## config.mk

```make
export PLATFORM = sky130hd
export DESIGN_NAME = id_ex_stage
export DESIGN_NICKNAME = d
export VERILOG_FILES = /design/src/rtl/id_ex_stage.sv
export SDC_FILE = /design/constraint.sdc
export NUM_CORES = 1
export LEC_CHECK = 0
export CORE_AREA = 4 4 145 147
export CTS_CLUSTER_DIAMETER = 150
export DETAILED_ROUTE_END_ITERATION = 6
export DIE_AREA = 0 0 149 151
export PLACE_DENSITY_LB_ADDON = 0.12
export SYNTH_ARGS = -nofsm -noshare
export SYNTH_HDL_FRONTEND = slang
export SYNTH_SLANG_ARGS = --single-unit
```

## constraint.sdc

```tcl
create_clock -name clk -period 2.6 [get_ports clk]
set_clock_uncertainty 0.2 [all_clocks]
set_input_delay 0.52 -clock clk [delete_from_list [all_inputs] [get_ports clk]]
set_output_delay 0.52 -clock clk [all_outputs]
set_load 0.05 [all_outputs]
```

## src/rtl/id_ex_stage.sv

```systemverilog
// ID/EX pipeline register: load-use stall with bubble insert, branch flush, same-edge WB bypass.
// Latency 1 cycle; backpressure is stall_out (holds upstream), flush overrides stall.
module id_ex_stage #(
    parameter int CNT_W = 16
) (
    input  logic             clk,
    input  logic             rst,
    input  logic             id_valid,
    input  logic [31:0]      id_pc,
    input  logic [31:0]      id_read_data1,
    input  logic [31:0]      id_read_data2,
    input  logic [31:0]      id_imm,
    input  logic [4:0]       id_rs,
    input  logic [4:0]       id_rt,
    input  logic [4:0]       id_rd,
    input  logic             id_uses_rt,
    input  logic             id_reg_write,
    input  logic             id_mem_read,
    input  logic             id_mem_write,
    input  logic             id_mem_to_reg,
    input  logic             id_alu_src,
    input  logic             id_reg_dst,
    input  logic [3:0]       id_alu_op,
    input  logic             wb_reg_write,
    input  logic [4:0]       wb_write_reg,
    input  logic [31:0]      wb_write_data,
    input  logic             flush,
    output logic             stall_out,
    output logic             ex_valid,
    output logic [31:0]      ex_pc,
    output logic [31:0]      ex_read_data1,
    output logic [31:0]      ex_read_data2,
    output logic [31:0]      ex_imm,
    output logic [4:0]       ex_rs,
    output logic [4:0]       ex_rt,
    output logic [4:0]       ex_rd,
    output logic             ex_reg_write,
    output logic             ex_mem_read,
    output logic             ex_mem_write,
    output logic             ex_mem_to_reg,
    output logic             ex_alu_src,
    output logic             ex_reg_dst,
    output logic [3:0]       ex_alu_op,
    output logic [CNT_W-1:0] stall_count,
    output logic [CNT_W-1:0] flush_count
);

    localparam logic [CNT_W-1:0] CNT_ONE = {{(CNT_W-1){1'b0}}, 1'b1};

    typedef struct packed {
        logic        valid;
        logic [31:0] pc;
        logic [31:0] rd1;
        logic [31:0] rd2;
        logic [31:0] imm;
        logic [4:0]  rs;
        logic [4:0]  rt;
        logic [4:0]  rd;
        logic        reg_write;
        logic        mem_read;
        logic        mem_write;
        logic        mem_to_reg;
        logic        alu_src;
        logic        reg_dst;
        logic [3:0]  alu_op;
    } ex_reg_t;

    ex_reg_t          r_ex;
    ex_reg_t          w_load;
    logic [CNT_W-1:0] r_stall_cnt;
    logic [CNT_W-1:0] r_flush_cnt;
    logic             w_hazard;
    logic             w_rs_byp;
    logic             w_rt_byp;

    // The register file reads on negedge, so a write landing on this edge is not yet visible.
    assign w_rs_byp = wb_reg_write && (wb_write_reg != 5'd0) && (wb_write_reg == id_rs);
    assign w_rt_byp = wb_reg_write && (wb_write_reg != 5'd0) && (wb_write_reg == id_rt);

    always_comb begin
        w_load            = '0;
        w_load.valid      = id_valid;
        w_load.pc         = id_pc;
        w_load.rd1        = w_rs_byp ? wb_write_data : id_read_data1;
        w_load.rd2        = w_rt_byp ? wb_write_data : id_read_data2;
        w_load.imm        = id_imm;
        w_load.rs         = id_rs;
        w_load.rt         = id_rt;
        w_load.rd         = id_rd;
        w_load.reg_write  = id_valid & id_reg_write;
        w_load.mem_read   = id_valid & id_mem_read;
        w_load.mem_write  = id_valid & id_mem_write;
        w_load.mem_to_reg = id_valid & id_mem_to_reg;
        w_load.alu_src    = id_valid & id_alu_src;
        w_load.reg_dst    = id_valid & id_reg_dst;
        w_load.alu_op     = id_valid ? id_alu_op : 4'd0;
    end

    assign w_hazard = id_valid & r_ex.valid & r_ex.mem_read & (r_ex.rt != 5'd0)
                    & ((r_ex.rt == id_rs) | (id_uses_rt & (r_ex.rt == id_rt)));

    assign stall_out = w_hazard & ~flush & rst;

    // The bubble clears mem_read, so each load-use pair costs exactly one stall cycle.
    always_ff @(posedge clk) begin
        if (!rst) begin
            r_ex        <= '0;
            r_stall_cnt <= '0;
            r_flush_cnt <= '0;
        end else if (flush) begin
            r_ex <= '0;
            if (r_flush_cnt != '1) begin
                r_flush_cnt <= r_flush_cnt + CNT_ONE;
            end
        end else if (w_hazard) begin
            r_ex <= '0;
            if (r_stall_cnt != '1) begin
                r_stall_cnt <= r_stall_cnt + CNT_ONE;
            end
        end else begin
            r_ex <= w_load;
        end
    end

    assign ex_valid      = r_ex.valid;
    assign ex_pc         = r_ex.pc;
    assign ex_read_data1 = r_ex.rd1;
    assign ex_read_data2 = r_ex.rd2;
    assign ex_imm        = r_ex.imm;
    assign ex_rs         = r_ex.rs;
    assign ex_rt         = r_ex.rt;
    assign ex_rd         = r_ex.rd;
    assign ex_reg_write  = r_ex.reg_write;
    assign ex_mem_read   = r_ex.mem_read;
    assign ex_mem_write  = r_ex.mem_write;
    assign ex_mem_to_reg = r_ex.mem_to_reg;
    assign ex_alu_src    = r_ex.alu_src;
    assign ex_reg_dst    = r_ex.reg_dst;
    assign ex_alu_op     = r_ex.alu_op;
    assign stall_count   = r_stall_cnt;
    assign flush_count   = r_flush_cnt;

endmodule

```

; Word-level counts from Yosys, hierarchy flattened
; Cells that the tools add are included.
[totals]
reg_bits = 186
output_inout_bits = 187
[op_classes]
n_addsub = 2
eq_ne = 6
n_mux = 2
bitwise_logic = 17
reduce_logical = 9
[ops]
columns = operator, count
row1 = 32-bit two-way mux, 2
row2 = 16-bit by 1-bit adder with 16-bit output (second input constant), 2
row3 = 16-bit != test (second input constant), 2
row4 = 5-bit == test, 4
row5 = 1-bit bitwise AND, 13
row6 = 5-bit nonzero test, 2
row7 = 4-bit OR reduction, 1
row8 = 1-bit logical AND, 3
row9 = 1-bit inverter, 3
row10 = 3-bit AND reduction, 1
row11 = 3-bit OR reduction, 1
row12 = 2-bit AND reduction, 1
row13 = 1-bit OR, 1

; Longest topological paths before layout
[logic_depth]
word_depth = 6
mapped_depth = 7
ltp_nobuf = 6

; Worst setup path before layout
; Ideal clock, no wire load.
[synth_timing]
path_type = reg-to-output
from = reg r_ex (netlist bit ex_rt[4])
to = out stall_out
arrival_time_ps = 2460
t_required_ps = 1880
path_slack_ps = -580
path_stages_with_launch = 6
n_path_buf = 1
cell_sequence = dfxtp_1 -> xnor2_1 -> nand4_1 -> a2bb2oi_2 -> clkbuf_1 -> nor3_1
[synth_between]
elab_chain_len = 6
[synth_lines]
columns = item, line
row1 = start: declaration, 68  ; ex_reg_t r_ex;
row2 = start signal: assignment, 121  ; r_ex <= w_load;
row3 = 5-bit == test, 100  ; & ((r_ex.rt == id_rs) | (id_uses_rt & (r_ex.rt == id_rt)));
row4 = 1-bit bitwise AND, 100
row5 = 1-bit OR, 100
row6 = 1-bit bitwise AND *, 100
row7 = 1-bit bitwise AND * (2 in series), 102  ; assign stall_out = w_hazard & ~flush & rst;
row8 = end: declaration, 28  ; output logic stall_out,
; Every way passes the cells marked *; elsewhere a longest branch is shown, timed or not.

; Final worst setup path
[layout_timing]
from = reg r_ex (netlist bit ex_rt[3])
to = out stall_out
; The elaborated chain is that of the path after synthesis.

==> metrics.txt <==
switching pwr 1.86 mW; die height approximately 150 um; clock latency on the worst-skew pair ~0.43 ns; Post-DP HPWL about 19000 um; H-tree levels 4; CP endpoint kind output pin; # port buffers approximately 380; simple-gate share of the synthesized area approximately 21%; FP Rows 52; fmax between 300 and 400 MHz; DP Worst Slack -0.242 ns; vias in the first global route between 5000 and 6000; fraction of registers with async set/reset 0%; CORE AREA between 0.015 and 0.02 mm2; fin worst setup slack ~0.069 ns; post-route ant nets 0; CTS buffer count 17; number of cells after detailed placement 1282; syn_nets around 820; Worst Hold Class in -> reg; Layout Cells excl Fill 1318; Rel. slew slack roughly three fifths; CTS clk-pin slew, worst paths around 0.070 ns; Post-route DRC 0; Final Wtd Congestion a little over 0.8; Startpoint Class flip-flop; Fin Hold WS ~0.31 ns; Final Hold Fails 0; synthesized cell area ~0.0066 mm2; initial antenna violation count 1; Tcrit/Tclk final a little over nine tenths; Clock Power Share roughly 39%; CTS Root Cell clkbuf_16; Crit path required time 1.88 ns; register share of total power ~44%; crit path DAT 1.81 ns; crit path max fanout 4; detailed-route wire length 23700 um; Top FF cell, synth dfxtp_1; Yosys cell types 43; Synth Area in XOR/XNOR under 10%; fin util roughly three fifths; flop and latch count out of synthesis approximately 190; multiplexer share of the synthesized area 11.2%; share of cells above drive strength 1 around 9%; vias after detailed routing a little under 6000; largest net degree at the start of global routing 52; outcome finished, final reports clean; post-synthesis adder-cell area fraction less than 1%; Avg WL per Cell 18.0 um; Area growth, synth to finish 77.0%; IO Pins about 380; number of synthesized flops with an enable pin 0; Die W roughly 150 um; Worst-Margin Slew between 0.6 and 0.7 ns; number of synthesis warnings 0; Synth Area in Compound Gates around 4.6%; clk sink count around 190; Die ar. 0.0225 mm2; largest family of logic cells by synthesized area simple AND/OR/NAND/NOR gates; switching part of the total 27.6%; drt pass-1 iters 4; Syn Inst Count approximately 620; fin crit period around 2.5 ns; # setup viols final 0; critical path class reg -> out; final slew viol count 0; cell-internal power about 4.9 mW; Leak between 4 and 5 nW; total power between 6 and 7 mW; CTS tree done; PD cells 577 mW/mm2; syn avg cell area 10.6 um2; Gate power share between 15 and 20%; GRT Resource Usage Total around a fifth; DR iter-0 viols between 150 and 200; first-pass GRT wire length between 30000 and 40000 um; Initial Utilization 33.1%; via/cell ratio 4.52; Layout Nets between 1000 and 1500; Worst VDD drop approximately 430 uV; max cap viols 0; Clock Path Buffers 2; fraction of the yosys area taken by sequential cells a little under three fifths; aggregate global routing overflow 0
## metrics by stage
step	setup TNS, ns	instance area, um2
3_5_place_dp	-25.68	11000
3_3_place_gp	-36.57	11000
4_1_cts	0	11600
5_1_grt	-0.0141	11700
2_1_floorplan	0	6610
6_report	0	11700
## cells by family (layout without fill, tap and decap cells)
kind of cell	count (synthesis)	count (layout)
fa+ha+maj	2	2
buf+inv	32	456
compound gates	41	41
other cells	0	1
xor+xnor	28	28
simple gates	260	260
mux	74	74
flops	186	186
## cells in the mapped netlist (2+ instances only)
library cell / n / share of area, %
dfxtp_1: 186 / 56
and2_1: 81 / 7.7
nor2_1: 78 / 4.4
mux2i_1: 74 / 11
nand2_1: 19 / 1.1
and3_1: 15 / 1.4
buf_2: 15 / 1.1
xnor2_1: 14 / 1.9
xor2_1: 14 / 1.9
nand3_1: 13 / 0.99
nand4_1: 10 / 0.95
a21oi_1: 9 / 0.68
nor4_1: 9 / 0.85
clkbuf_2: 8 / 0.61
nand2b_1: 8 / 0.76
or4_1: 8 / 0.91
nor3_1: 7 / 0.53
o21a_1: 7 / 0.80
o31ai_1: 6 / 0.68
clkbuf_1: 5 / 0.28
and4_1: 4 / 0.53
o21ai_2: 4 / 0.53
o211ai_1: 3 / 0.34
or3_1: 3 / 0.28
ha_1: 2 / 0.38
inv_1: 2 / 0.11
nor4_4: 2 / 0.64
o21ai_0: 2 / 0.15
## routing by layer
metal | track usage, % | vias to the layer above | part of all wire (%)
li1 | - | 2946 | -
met1 | 22.2 | 2738 | 38
met2 | 33.9 | 242 | 50
met3 | 8.83 | 25 | 10
met4 | 6.41 | 2 | 1.7
met5 | 0 | - | 0.072
## power groups by stage
stage	Combinational (mW)	Clock, mW	Sequential, mW
finish	1.15	2.62	2.98
global route	1.21	2.82	2.99
CTS	1.15	2.70	2.98
detailed placement	1.14	0	3.05
global placement	1.14	0	3.04
floorplan	0.190	0	3.39
## final timing paths
kind | start | endpoint | slack, ns | cells after the start
worst max-delay path | ex_rt[3]$_SDFF_PP0_ | stall_out | 0.07 | 5
worst min-delay path | id_rs[0] | ex_rs[0]$_SDFF_PP0_ | 0.31 | 3
worst max register to register | ex_rt[3]$_SDFF_PP0_ | stall_count[2]$_SDFFE_PN0P_ | 0.33 | 7
worst min register to register | stall_count[15]$_SDFFE_PN0P_ | stall_count[15]$_SDFFE_PN0P_ | 0.31 | 2
## area by class of cell
class | instances | area (um2)
Clock inverter | 13 | 154
Clock buffer | 19 | 443
Sequential cell | 186 | 3730
Fill cell | 1769 | 8230
Tap cell | 270 | 338
Inverter | 3 | 11.3
Timing Repair Buffer | 421 | 4200
Antenna cell | 1 | 2.50
Multi-Input combinational cell | 405 | 2800
## what timing repair did
item | in CTS | in global routing
pin swaps | 6 | 5
gates resized for setup | 15 | 8
setup buffers | 3 | 0
hold buffers | 0 | 0
endpoints found under the setup margin | 1 | 1
## worst max-delay path, cell delays in order (launching register included)
cell and delay [ns]:
dfxtp_1 0.44, xnor2_1 0.15, nand4_1 0.20, a2bb2oi_4 0.21
nor3_4 0.22, buf_12 0.17
## cell usage in the layout (no fill, tap or decap), types with 5 or more instances in the layout
cell type and count:
mux2i_1 74, and2_1 81, nand2b_1 8, clkbuf_16 17
dfxtp_1 183, o31ai_1 6, a21oi_1 9, xnor2_1 13
dlygate4sd2_1 6, nand4_1 10, nand2_1 18, buf_12 7
nor2_1 77, inv_8 5, xor2_1 12, and3_1 15
or4_1 7, nor4_1 9, nor3_1 5, o21a_1 7
buf_4 34, clkdlybuf4s50_1 370, nand3_1 13
(Power assumes the default switching activity.)
